File: config.mk
export PLATFORM = sky130hd
export DESIGN_NAME = xvga_timing_gen
export DESIGN_NICKNAME = d
export VERILOG_FILES = /design/src/rtl/xvga_timing_gen.sv
export SDC_FILE = /design/constraint.sdc
export NUM_CORES = 1
export LEC_CHECK = 0
export CAP_MARGIN = 30
export CORE_MARGIN = 2
export CORE_UTILIZATION = 58
export DETAILED_ROUTE_END_ITERATION = 12
export DONT_BUFFER_PORTS = 1
export PLACE_DENSITY = 0.77
export SLEW_MARGIN = 0
export SYNTH_ARGS = -nofsm -noshare
export SYNTH_HDL_FRONTEND = slang
export SYNTH_SLANG_ARGS = --single-unit
File: constraint.sdc
create_clock -name vclock -period 3.97 [get_ports vclock]
set_clock_uncertainty 0.15 [all_clocks]
set_input_delay 0.794 -clock vclock [delete_from_list [all_inputs] [get_ports vclock]]
set_output_delay 0.794 -clock vclock [all_outputs]
set_load 0.01 [all_outputs]
File: src/rtl/xvga_timing_gen.sv
// XVGA (1024x768 @ 60 Hz) raster timing generator.
// Produces registered pixel/line counters, active-low syncs, blank, delayed
// copies of sync/blank for pipelined renderers, and line/frame start strobes.
// All state advances only on edges where en is high.

module xvga_timing_gen #(
  parameter int unsigned H_ACTIVE = 1024,
  parameter int unsigned H_FP     = 24,
  parameter int unsigned H_SYNC   = 136,
  parameter int unsigned H_BP     = 160,
  parameter int unsigned V_ACTIVE = 768,
  parameter int unsigned V_FP     = 3,
  parameter int unsigned V_SYNC   = 6,
  parameter int unsigned V_BP     = 29,
  parameter int unsigned DELAY    = 4
) (
  input  logic        vclock,
  input  logic        rst_n,
  input  logic        en,
  output logic [10:0] hcount,
  output logic [9:0]  vcount,
  output logic        hsync,
  output logic        vsync,
  output logic        blank,
  output logic        hsync_d,
  output logic        vsync_d,
  output logic        blank_d,
  output logic        line_start,
  output logic        frame_start
);

  localparam int unsigned H_TOTAL = H_ACTIVE + H_FP + H_SYNC + H_BP;
  localparam int unsigned V_TOTAL = V_ACTIVE + V_FP + V_SYNC + V_BP;

  localparam logic [10:0] H_LAST     = 11'(H_TOTAL - 1);
  localparam logic [10:0] H_VIS      = 11'(H_ACTIVE);
  localparam logic [10:0] HS_START   = 11'(H_ACTIVE + H_FP);
  localparam logic [10:0] HS_END     = 11'(H_ACTIVE + H_FP + H_SYNC);
  localparam logic [9:0]  V_LAST     = 10'(V_TOTAL - 1);
  localparam logic [9:0]  V_VIS      = 10'(V_ACTIVE);
  localparam logic [9:0]  VS_START   = 10'(V_ACTIVE + V_FP);
  localparam logic [9:0]  VS_END     = 10'(V_ACTIVE + V_FP + V_SYNC);

  logic [10:0] hcount_q, hcount_d;
  logic [9:0]  vcount_q, vcount_d;
  logic        hs_q, hs_d;
  logic        vs_q, vs_d;
  logic        bl_q, bl_d;
  logic        ls_q, ls_d;
  logic        fs_q, fs_d;

  // Next-state counters: hcount wraps at the end of a line, vcount steps on that wrap.
  always_comb begin
    hcount_d = hcount_q;
    vcount_d = vcount_q;
    if (en) begin
      if (hcount_q == H_LAST) begin
        hcount_d = 11'd0;
        if (vcount_q == V_LAST) begin
          vcount_d = 10'd0;
        end else begin
          vcount_d = vcount_q + 10'd1;
        end
      end else begin
        hcount_d = hcount_q + 11'd1;
      end
    end
  end

  // Decode sync/blank/strobes from the next counter values so the registered
  // versions change on the same edge as the counters themselves.
  always_comb begin
    hs_d = ~((hcount_d >= HS_START) && (hcount_d < HS_END));
    vs_d = ~((vcount_d >= VS_START) && (vcount_d < VS_END));
    bl_d = (hcount_d >= H_VIS) || (vcount_d >= V_VIS);
    // Strobes are forced low on stalled edges so they never stretch.
    ls_d = en && (hcount_d == 11'd0);
    fs_d = en && (hcount_d == 11'd0) && (vcount_d == 10'd0);
  end

  // Counter and decoded-output registers; reset abandons the current frame.
  always_ff @(posedge vclock or negedge rst_n) begin
    if (!rst_n) begin
      hcount_q <= 11'd0;
      vcount_q <= 10'd0;
      hs_q     <= 1'b1;
      vs_q     <= 1'b1;
      bl_q     <= 1'b0;
      ls_q     <= 1'b0;
      fs_q     <= 1'b0;
    end else begin
      hcount_q <= hcount_d;
      vcount_q <= vcount_d;
      hs_q     <= hs_d;
      vs_q     <= vs_d;
      bl_q     <= bl_d;
      ls_q     <= ls_d;
      fs_q     <= fs_d;
    end
  end

  assign hcount      = hcount_q;
  assign vcount      = vcount_q;
  assign hsync       = hs_q;
  assign vsync       = vs_q;
  assign blank       = bl_q;
  assign line_start  = ls_q;
  assign frame_start = fs_q;

  // Delay line for renderers: stage 0 captures the current registered
  // sync/blank, so the last stage lags by exactly DELAY enabled edges.
  if (DELAY == 0) begin : g_no_delay
    assign hsync_d = hs_q;
    assign vsync_d = vs_q;
    assign blank_d = bl_q;
  end else begin : g_delay
    logic [DELAY-1:0] hs_pipe_q;
    logic [DELAY-1:0] vs_pipe_q;
    logic [DELAY-1:0] bl_pipe_q;

    // Shift on enabled edges only; reset fills with idle (sync high, blanked).
    always_ff @(posedge vclock or negedge rst_n) begin
      if (!rst_n) begin
        hs_pipe_q <= '1;
        vs_pipe_q <= '1;
        bl_pipe_q <= '1;
      end else if (en) begin
        hs_pipe_q[0] <= hs_q;
        vs_pipe_q[0] <= vs_q;
        bl_pipe_q[0] <= bl_q;
        for (int i = 1; i < int'(DELAY); i++) begin
          hs_pipe_q[i] <= hs_pipe_q[i-1];
          vs_pipe_q[i] <= vs_pipe_q[i-1];
          bl_pipe_q[i] <= bl_pipe_q[i-1];
        end
      end
    end

    assign hsync_d = hs_pipe_q[DELAY-1];
    assign vsync_d = vs_pipe_q[DELAY-1];
    assign blank_d = bl_pipe_q[DELAY-1];
  end

endmodule

==> PnR_summary.wiki <==
{| class="wikitable"
! Metric !! Value
|-
| Die footprint || 4101 sq um
|-
| Max-slew violations || 0
|-
| CP startpoint kind || flip-flop
|-
| Worst reg2reg startpoint || hcount[1]$_DFF_PN0_
|-
| Number of buffers added to fix hold violations after cts || 1
|-
| Clock tree root driver cell || sky130_fd_sc_hd__clkbuf_4
|-
| Vias in the first global route || 1633
|-
| Antenna violations before repair || 0
|-
| Worst endpoint required time || 4090 ps
|-
| Sinks on the clock net || 38
|-
| # Max-Cap Violations || 0
|-
| Synthesized area divided by synthesized cell count || 10.51 sq um
|-
| Final WL || 4524 microns
|-
| Maximum fanout along the worst path || 16
|-
| Highest clock rate || 0.3346 GHz
|-
| Power density over cell area || 457.9 nW/um^2
|-
| Combined area of the multi-input logic cells || 1051 sq um
|-
| Sum of negative setup slack || 0 ps
|-
| Detailed-route DRC error count || 0
|-
| Clock latency on the worst-skew pair || 330 ps
|-
| Number of setup buffers added after CTS || 0
|-
| Slew headroom || 49.06%
|-
| Final antenna-violating net count || 0
|-
| Count of non-filler cells in the finished layout || 247
|-
| Outcome || complete, no violations
|-
| Clock slew seen by the registers of the worst setup and hold paths || 120 ps
|-
| Antenna diode count || 0
|-
| Total instance count after detailed placement || 237
|-
| Synth Warn # || 0
|-
| Post-synthesis net count || 205
|-
| Leakage power summed over all cells || 0.0009016 uW
|-
| Final worst path period need || 2988 ps
|-
| Routability congestion estimate || 0.9118
|-
| DP HPWL || 3226 microns
|-
| I/O pins || 32
|-
| Max H-tree Level || 2
|-
| Overall die height || 64.04 microns
|-
| Class of the most critical hold timing path || in2async
|-
| Worst setup EP type || flip-flop
|-
| Synth Instances || 199
|-
| Global-route usage over all layers || 24.54%
|-
| Area growth from synthesis to layout || 6.703%
|-
| Critical-path top delay cell || sky130_fd_sc_hd__dfrtp_1
|-
| Most used flip-flop cell after synthesis || sky130_fd_sc_hd__dfrtp_1
|-
| Length in cells of the worst reg-to-reg path || 7
|-
| CTS buffer count || 5
|-
| Cell Area, Placed || 2100 sq um
|-
| Count of endpoints failing hold in the final timing report || 0
|-
| Maximum number of pins on one net before global-route repair || 25
|-
| First-pass GRT wire length || 7762 microns
|-
| Unrepaired setup endpoints after global routing || false
|-
| Total congestion overflow || 0
|-
| Synth async-reset ratio || 100.0%
|-
| Count of routing violations after the opening detailed-route iteration || 173
|-
| Input/output buffers || 0
|-
| Critical Path Start || hcount[1]$_DFF_PN0_
|-
| Net count reported at finish || 206
|-
| Worst Path Class, Setup || reg2reg
|-
| Die Width || 64.04 microns
|-
| Total via count after detailed routing || 1629
|-
| Post-synthesis sequential element count || 38
|-
| Design area || 2231 sq um
|-
| List of cells traversed by the critical path || ha_1 -> and2_1 -> nand4_1 -> o21ai_0 -> inv_1 -> a2111oi_0 -> and4b_1
|-
| Number of enable flip-flop cells after synthesis || 0
|-
| FILL cells || 256
|-
| Largest stage delay on the critical path || 540 ps
|-
| Vias per std cell || 6.595
|-
| Post-synthesis instance area || 2091 sq um
|-
| Most used standard cells in the synthesized netlist || sky130_fd_sc_hd__dfrtp_1, sky130_fd_sc_hd__nand2_1, sky130_fd_sc_hd__nand3_1, sky130_fd_sc_hd__dfstp_2, sky130_fd_sc_hd__mux2_2
|-
| Detailed-router iteration count before antenna repair || 4
|-
| Number of distinct library cells after synthesis || 51
|-
| Fraction of final layout cells sized beyond drive strength 1 || 21.89%
|-
| Number of rows in the core area || 21
|-
| Sequential cell area fraction in the yosys report || 46.32%
|-
| Starting density of the core || 61.68%
|-
| Cell types occupying the most area after synthesis || sky130_fd_sc_hd__dfrtp_1, sky130_fd_sc_hd__dfstp_2, sky130_fd_sc_hd__mux2_2
|-
| Largest buffer count on any clock path || 2
|-
| Clock tree from TritonCTS || yes
|-
| Part of the cycle the worst path needs || 75.27%
|-
| Final routed wire length divided by cell count || 18.32 microns
|-
| Count leader, synth || sky130_fd_sc_hd__dfrtp_1
|-
| Cell type with the highest aggregate area in the netlist || sky130_fd_sc_hd__dfrtp_1
|-
| Area occupied by registers || 968.4 sq um
|-
| Cells resized by post-CTS repair || 0
|-
| Count of final setup violators || 0
|-
| Worst vdd rail ir drop || 0.2010 mV
|-
| Tightest Pin Transition || 758.5 ps
|-
| Floorplan Core Area || 3390 sq um
|-
| Crit path arrival time || 3110 ps
|-
| Portion of synthesized cell area occupied by the leading cell type || 28.73%
|}
==> cells in the final DEF (no fill, tap or decap), drive strengths merged, types with 5 or more instances in the layout <==
cell	instances
xnor2	6
o21ai	10
xor2	6
nand2	18
clkbuf	5
nand3	16
dfstp	14
nor2	11
dfrtp	24
mux2	12
nand4	5
a31oi	5
inv	6
==> through the flow <==
stage	utilization (%)	hold slack, ps	total power (uW)	setup WS (ps)
final	65.82	134.6	1022	981.7
after global placement	61.94	349.3	682.0	1184
after floorplan	-	348.4	671.9	1528
after global routing	65.82	91.81	1075	685.8
after detailed placement	61.94	349.4	693.1	1084
after CTS	65.37	114.9	1027	1047
==> flip-flops by register name, summed over array words and instances, names as in the netlist <==
| register | count |
|---|---|
| g_delay.vs_pipe_q | 4 |
| frame_start | 1 |
| hcount | 11 |
| vsync | 1 |
| vcount | 10 |
| hsync | 1 |
| blank | 1 |
| g_delay.hs_pipe_q | 4 |
| line_start | 1 |
| g_delay.bl_pipe_q | 4 |
==> area by class of cell <==
class                           instances  area share (%)
Sequential cell                        38           43.41
Tap cell                               46           2.580
Multi-Input combinational cell        147           47.11
Timing Repair Buffer                    2           1.122
Clock buffer                            5           1.683
Inverter                                6           1.010
Clock inverter                          3           3.085
==> cells by family after synthesis <==
kind of cell    synth area share (%)
mux                            7.900
flops                          46.32
buf+inv                        3.411
compound gates                 12.09
simple gates                   23.46
fa+ha+maj                      1.796
xor+xnor                       5.027
==> per-layer routing <==
metal / routed length, microns / track usage [%]
met2: 2311 / 39.97
met1: 1833 / 31.98
met4: 48 / 9.239
met3: 331 / 5.458
met5: 0 / 0
==> power by group <==
part	internal [uW]	leakage (uW)	total [uW]	switching (uW)
logic	79.1	0.000387	173	94.3
clock network	197	0.0000554	325	128
registers	423	0.000459	523	100
==> path summary, 6_finish.rpt <==
kind                       slack [ps]                               end
setup reg to reg                  980             frame_start$_DFF_PN0_
hold / removal                    130  g_delay.hs_pipe_q[1]$_DFFE_PN1P_
min in group vclock               470               hcount[0]$_DFF_PN0_
setup / recovery                  980             frame_start$_DFF_PN0_
max in group asynchronous        2440               vcount[6]$_DFF_PN0_
hold reg to reg                   470               vcount[4]$_DFF_PN0_
==> worst max-delay path: cells and delay by family (launching register included) <==
kind,cells,cell delay (ps)
DFF,1,540
AOI/OAI and AO/OA,2,820
adders and majority gates,1,320
and+or+nand+nor,3,1010
buffers and inverters,1,80
Power figures use the tool's default switching activity.
